File: config.mk
export PLATFORM = sky130hd
export DESIGN_NAME = perf_counter_dumper
export DESIGN_NICKNAME = d
export VERILOG_FILES = /design/src/rtl/perf_counter_dumper.sv
export SDC_FILE = /design/constraint.sdc
export NUM_CORES = 1
export LEC_CHECK = 0
export BUFFER_PORTS_ARGS = -buffer_cell sky130_fd_sc_hd__buf_2
export CORE_MARGIN = 2
export CORE_UTILIZATION = 36
export DETAILED_ROUTE_END_ITERATION = 6
export PLACE_DENSITY = 0.59
export SLEW_MARGIN = 20
export SYNTH_ARGS = -nofsm -noshare
export SYNTH_HDL_FRONTEND = slang
export SYNTH_SLANG_ARGS = --single-unit
export TNS_END_PERCENT = 10
File: constraint.sdc
create_clock -name clk -period 20.4 [get_ports clk]
set_clock_uncertainty 0.1 [all_clocks]
set_input_delay 4.08 -clock clk [delete_from_list [all_inputs] [get_ports clk]]
set_output_delay 4.08 -clock clk [all_outputs]
set_load 0.01 [all_outputs]
File: src/rtl/perf_counter_dumper.sv
// perf_counter_dumper: snapshots the performance counter bank on a debug
// strobe and streams it as a framed byte sequence over valid/ready.
//
// Frame: SOF, N, then per counter {index, 4 data bytes LSB first}, checksum.
// The checksum is the modulo-256 sum of every byte after SOF.
//
// state   | meaning
// --------+-----------------------------------------------------------
// S_IDLE  | waiting for dump_req; stream idle
// S_SOF   | presenting the start-of-frame marker
// S_COUNT | presenting the counter count N
// S_IDX   | presenting the index byte of counter k
// S_DATA  | presenting data byte b (0..3) of counter k, LSB first
// S_CSUM  | presenting the checksum byte (out_last high)
module perf_counter_dumper #(
  parameter int          NUM_CTRS = 16,
  parameter logic [7:0]  SOF_BYTE = 8'hA5
) (
  input  logic                     clk,
  input  logic                     rst,
  input  logic                     dump_req,
  input  logic [NUM_CTRS*32-1:0]   counters_in,
  output logic                     out_valid,
  output logic [7:0]               out_data,
  output logic                     out_last,
  input  logic                     out_ready,
  output logic                     busy,
  output logic                     dump_done,
  output logic                     req_dropped
);

  typedef enum logic [2:0] {
    S_IDLE,
    S_SOF,
    S_COUNT,
    S_IDX,
    S_DATA,
    S_CSUM
  } state_t;

  localparam logic [7:0] N_BYTE = 8'(NUM_CTRS);
  localparam logic [7:0] K_LAST = 8'(NUM_CTRS - 1);

  state_t      state_q, state_d;
  logic [31:0] snap_q [NUM_CTRS];
  logic [7:0]  k_q, k_d;
  logic [1:0]  b_q, b_d;
  logic [7:0]  csum_q, csum_d;
  logic        done_q, done_d;
  logic        drop_q, drop_d;

  logic        capture;
  logic        hs;
  logic [31:0] cur_word;
  logic [7:0]  cur_byte;

  // Select the snapshot word for the current counter index.
  always_comb begin
    cur_word = '0;
    for (int i = 0; i < NUM_CTRS; i++) begin
      if (k_q == 8'(i)) cur_word = snap_q[i];
    end
  end

  // Pick the data byte within the word, least significant first.
  always_comb begin
    cur_byte = '0;
    case (b_q)
      2'd0:    cur_byte = cur_word[7:0];
      2'd1:    cur_byte = cur_word[15:8];
      2'd2:    cur_byte = cur_word[23:16];
      default: cur_byte = cur_word[31:24];
    endcase
  end

  // Stream outputs depend only on registered state, never on out_ready.
  always_comb begin
    out_valid = 1'b1;
    out_data  = 8'h00;
    out_last  = 1'b0;
    case (state_q)
      S_SOF:   out_data = SOF_BYTE;
      S_COUNT: out_data = N_BYTE;
      S_IDX:   out_data = k_q;
      S_DATA:  out_data = cur_byte;
      S_CSUM:  begin
        out_data = csum_q;
        out_last = 1'b1;
      end
      default: out_valid = 1'b0;
    endcase
  end

  assign hs          = out_valid & out_ready;
  assign capture     = (state_q == S_IDLE) & dump_req;
  assign busy        = (state_q != S_IDLE);
  assign dump_done   = done_q;
  assign req_dropped = drop_q;

  // Next-state, counter and checksum update; advances only on handshake.
  always_comb begin
    state_d = state_q;
    k_d     = k_q;
    b_d     = b_q;
    csum_d  = csum_q;
    done_d  = 1'b0;
    drop_d  = drop_q | (dump_req & (state_q != S_IDLE));
    case (state_q)
      S_IDLE: begin
        if (dump_req) begin
          state_d = S_SOF;
          csum_d  = 8'h00;
        end
      end
      S_SOF: begin
        if (hs) state_d = S_COUNT;
      end
      S_COUNT: begin
        if (hs) begin
          state_d = S_IDX;
          k_d     = 8'h00;
          csum_d  = csum_q + out_data;
        end
      end
      S_IDX: begin
        if (hs) begin
          state_d = S_DATA;
          b_d     = 2'd0;
          csum_d  = csum_q + out_data;
        end
      end
      S_DATA: begin
        if (hs) begin
          csum_d = csum_q + out_data;
          b_d    = b_q + 2'd1;
          if (b_q == 2'd3) begin
            if (k_q == K_LAST) begin
              state_d = S_CSUM;
            end else begin
              state_d = S_IDX;
              k_d     = k_q + 8'd1;
            end
          end
        end
      end
      S_CSUM: begin
        if (hs) begin
          state_d = S_IDLE;
          done_d  = 1'b1;
        end
      end
      default: state_d = S_IDLE;
    endcase
  end

  // Control registers with synchronous reset; reset aborts any frame.
  always_ff @(posedge clk) begin
    if (rst) begin
      state_q <= S_IDLE;
      k_q     <= '0;
      b_q     <= '0;
      csum_q  <= '0;
      done_q  <= 1'b0;
      drop_q  <= 1'b0;
    end else begin
      state_q <= state_d;
      k_q     <= k_d;
      b_q     <= b_d;
      csum_q  <= csum_d;
      done_q  <= done_d;
      drop_q  <= drop_d;
    end
  end

  // Atomic snapshot: all counters load on the single accepting edge.
  always_ff @(posedge clk) begin
    if (rst) begin
      for (int i = 0; i < NUM_CTRS; i++) snap_q[i] <= '0;
    end else if (capture) begin
      for (int i = 0; i < NUM_CTRS; i++) snap_q[i] <= counters_in[i*32 +: 32];
    end
  end

endmodule

==> run summary <==
### Clock tree
* clock-pin slew on the worst setup and hold paths: 60 ps
* cell at the root of the clock tree: sky130_fd_sc_hd__clkbuf_16
* Post-CTS Setup Repair Bufs: 0
* TritonCTS buffer count: 56
* maximum buffer depth of the clock tree: 3
* total clock sinks: 535
* hold-fix buffers at CTS: 0
* number of gates resized after CTS: 0
* H-Tree Level Count: 2
* TritonCTS clock tree: yes
* Worst-Skew Late Latency: 640 ps

### Final layout
* highest-count cells in the layout ignoring fill and taps: sky130_fd_sc_hd__buf_2 (527), sky130_fd_sc_hd__edfxtp_1 (512), sky130_fd_sc_hd__and2_1 (325), sky130_fd_sc_hd__nor2b_1 (202), sky130_fd_sc_hd__nand2_1 (104)
* total inserted antenna cells: 0
* number of nets in the finished design: 3,127
* post-layout utilization of the core: 44.2%
* post-synthesis to final-layout area growth: 21.8%
* final std cells w/o fill: 3,575
* commonest non-fill, non-tap cell in the layout: sky130_fd_sc_hd__buf_2
* fraction of final layout cells sized beyond drive strength 1: 25.9%

### Setup path
* Required @ worst endpoint: 16,220 ps
* startpoint type of the worst setup path: register
* crit path DAT: 5390 ps
* Buf/Inv on CP: 5
* R2R depth: 20
* Critical R2R Capture: csum_q[7]$_SDFFE_PP0P_
* type of element capturing the critical path: primary output
* slowest cell on the critical path: sky130_fd_sc_hd__a2111oi_1
* origin of the critical flop-to-flop path: k_q[0]$_SDFFE_PP0P_
* largest fanout on the critical path: 31
* CP cell instances: inv_1, ha_1, buf_4, inv_1, nor2_2, buf_4, a221oi_1, o31ai_1, a2111oi_0, nor4_1, a2111oi_1, a211oi_1, buf_2
* dominant delay contributor by cell family on the critical path: compound AO/OA/AOI/OAI gates
* path type of the worst setup path: reg -> out
* worst reg2reg setup slack: 14,000 ps
* largest incremental delay on the critical path: 890 ps

### Placed design
* Placed Cells: 3,476
* Final HPWL DP: 77.9 mm
* Final GP Congestion: 0.949
* Buffers on Ports: 528
* post-placement setup slack: 11,600 ps

### Route
* Final ANT Viol Nets: 0
* WL per Instance: 28.6 um
* number of violations reported at the end of detailed-routing iteration 0: 2,787
* Via Count: 20.3k
* remaining routing DRC violations: 0
* wirelength, routed: 102 mm
* Pre-Repair DR Iteration Count: 6
* Via density: 5.67

### Power
* largest voltage drop on the vdd net: 0.0000692 V
* cell area power density: 93.6 nW/um^2
* power consumption: 0.00290 W
* P_leak: 12.2 nW

### Floorplan
* top-level I/O count: 529
* width of the die: 270 um
* number of rows created at floorplan: 97
* Core Box Area: 69,900 um^2
* vertical extent of the die: 270 um
* die outline area: 72,700 um^2
* initial core utilization: 36.3%

### Synth
* share of the yosys chip area belonging to registers: 62.4%
* Avg Inst Size Synth: 12.0 um^2
* flip-flop and latch count after synthesis: 535
* Synth area leader: sky130_fd_sc_hd__edfxtp_1
* leading cell types by total area after synthesis: sky130_fd_sc_hd__edfxtp_1 (61%), sky130_fd_sc_hd__and2_1 (8.0%), sky130_fd_sc_hd__nor2b_1 (5.0%)
* Yosys Warn Count: 0
* Unique masters post-synth: 82
* Synth Flop Type: sky130_fd_sc_hd__edfxtp_1
* Post-Synthesis Net Count: 2,643
* number of enable flip-flop cells after synthesis: 512
* Yosys top cell area share: 60.5%
* synthesized area: 25,400 um^2
* post-synthesis async set-or-reset flop share: 0%
* number of instances in the synthesized netlist: 2,111

### Hold path
* number of stages on the worst hold path: 2
* class of the tightest hold or removal check: reg -> reg
* WHS Endpoint: req_dropped$_SDFF_PP0_
* Hold Path Origin: req_dropped$_SDFF_PP0_

### Timing
* setup total negative slack: 0 ps
* Final WS setup: 10,830 ps
* final critical-path share of the clock period: 46.9%
* Final Hold Violating Endpoints: 0
* FMAX: 0.104 GHz
* setup repair after global routing missed its margin: no
* Setup violations, final: 0
* slew margin rel.: 17.1%
* transition time at the pin with the least slew margin: 1240 ps
* shortest period the worst path allows: 9570 ps
* count of pins over their slew limit: 0

### Job
* max-capacitance violation count: 0

### Global route
* overall routing resource usage: 27.3%
* antenna violations before repair: 4
* global-route wire length before repair: 143 mm
* number of global-route vias before repair: 20.3k
* pin count of the biggest net entering global routing: 301
* aggregate global routing overflow: 0

### Status
* run status: complete, no violations

[sequential cells by signal, indices dropped and copies added, names as in the netlist]
signal,flops
b_q,2
csum_q,8
dump_done,1
k_q,8
req_dropped,1
snap_q,512
state_q,3
[Yosys cell counts (28+ instances only)]
cell type / number
sky130_fd_sc_hd__edfxtp_1: 512
sky130_fd_sc_hd__and2_1: 325
sky130_fd_sc_hd__nor2b_1: 202
sky130_fd_sc_hd__clkbuf_1: 126
sky130_fd_sc_hd__nand2_1: 104
sky130_fd_sc_hd__nor2_1: 92
sky130_fd_sc_hd__o21ai_0: 81
sky130_fd_sc_hd__a21oi_1: 77
sky130_fd_sc_hd__nand3_1: 51
sky130_fd_sc_hd__a221oi_1: 47
sky130_fd_sc_hd__o22ai_1: 38
sky130_fd_sc_hd__a22oi_1: 37
sky130_fd_sc_hd__nor3_1: 28
[metal layers]
metal	share of wire, %	global-route usage [%]
met1	39	35.6
met2	47	44.5
met3	8.9	5.65
met4	4.2	10.9
met5	0.032	0
[final cells by class]
class	count	area, um^2
clock buffers	66	1460
repair buffers	575	3040
well taps	940	1180
multi-input cells	1405	8920
fillers	6610	39000
clock inverters	32	413
flip-flops and latches	535	15800
inverters	22	82.6
[worst max path at each step]
stage / from / to / slack, ps / depth (start not counted)
finish: k_q[0]$_SDFFE_PP0P_ / out_data[2] / 10830 / 13
CTS: k_q[0]$_SDFFE_PP0P_ / out_data[2] / 10890 / 13
floorplan: rst / snap_q[0][0]$_SDFFCE_PN0P_ / 2300 / 4
detailed placement: k_q[0]$_SDFFE_PP0P_ / out_data[2] / 11600 / 13
global route: k_q[2]$_SDFFE_PP0P_ / out_data[2] / 10580 / 10
global placement: k_q[0]$_SDFFE_PP0P_ / out_data[2] / 11690 / 13
[kinds of logic after synthesis]
| kind of cell | count (synthesis) | share of synthesized area, % |
|---|---|---|
| flops | 535 | 62.4 |
| mux | 3 | 0.118 |
| compound gates | 496 | 13.9 |
| fa+ha+maj | 16 | 0.818 |
| xor+xnor | 10 | 0.345 |
| simple gates | 880 | 19.8 |
| buf+inv | 171 | 2.68 |
[worst reg2reg max path: stages (launching register included)]
cell,delay [ps]
sky130_fd_sc_hd__dfxtp_1,400
sky130_fd_sc_hd__inv_1,130
sky130_fd_sc_hd__ha_1,220
sky130_fd_sc_hd__buf_4,240
sky130_fd_sc_hd__inv_1,720
sky130_fd_sc_hd__nor2_2,90
sky130_fd_sc_hd__buf_4,260
sky130_fd_sc_hd__a221oi_1,280
sky130_fd_sc_hd__o31ai_1,130
sky130_fd_sc_hd__a2111oi_0,840
sky130_fd_sc_hd__nor4_1,100
sky130_fd_sc_hd__a2111oi_1,890
sky130_fd_sc_hd__a211oi_1,240
sky130_fd_sc_hd__ha_1,420
sky130_fd_sc_hd__a21oi_1,240
sky130_fd_sc_hd__o21bai_1,100
sky130_fd_sc_hd__a21oi_1,220
sky130_fd_sc_hd__o21ai_0,240
sky130_fd_sc_hd__nor4_1,230
sky130_fd_sc_hd__mux2i_1,110
sky130_fd_sc_hd__nand4_1,130
[through the flow]
stage / hold slack [ps] / area [um^2]
2_1_floorplan: 389 / 25400
6_report: 371 / 30900
3_3_place_gp: 345 / 29000
4_1_cts: 376 / 30900
5_1_grt: 443 / 30900
3_5_place_dp: 361 / 29000
[where the power goes]
group | leakage [nW] | internal [W] | total (W) | switching (W)
logic | 5.60 | 0.000115 | 0.000327 | 0.000213
registers | 5.68 | 0.00141 | 0.00151 | 0.0000989
clock network | 0.890 | 0.000622 | 0.00106 | 0.000434
Note: power is estimated with default switching activity, not from simulation.
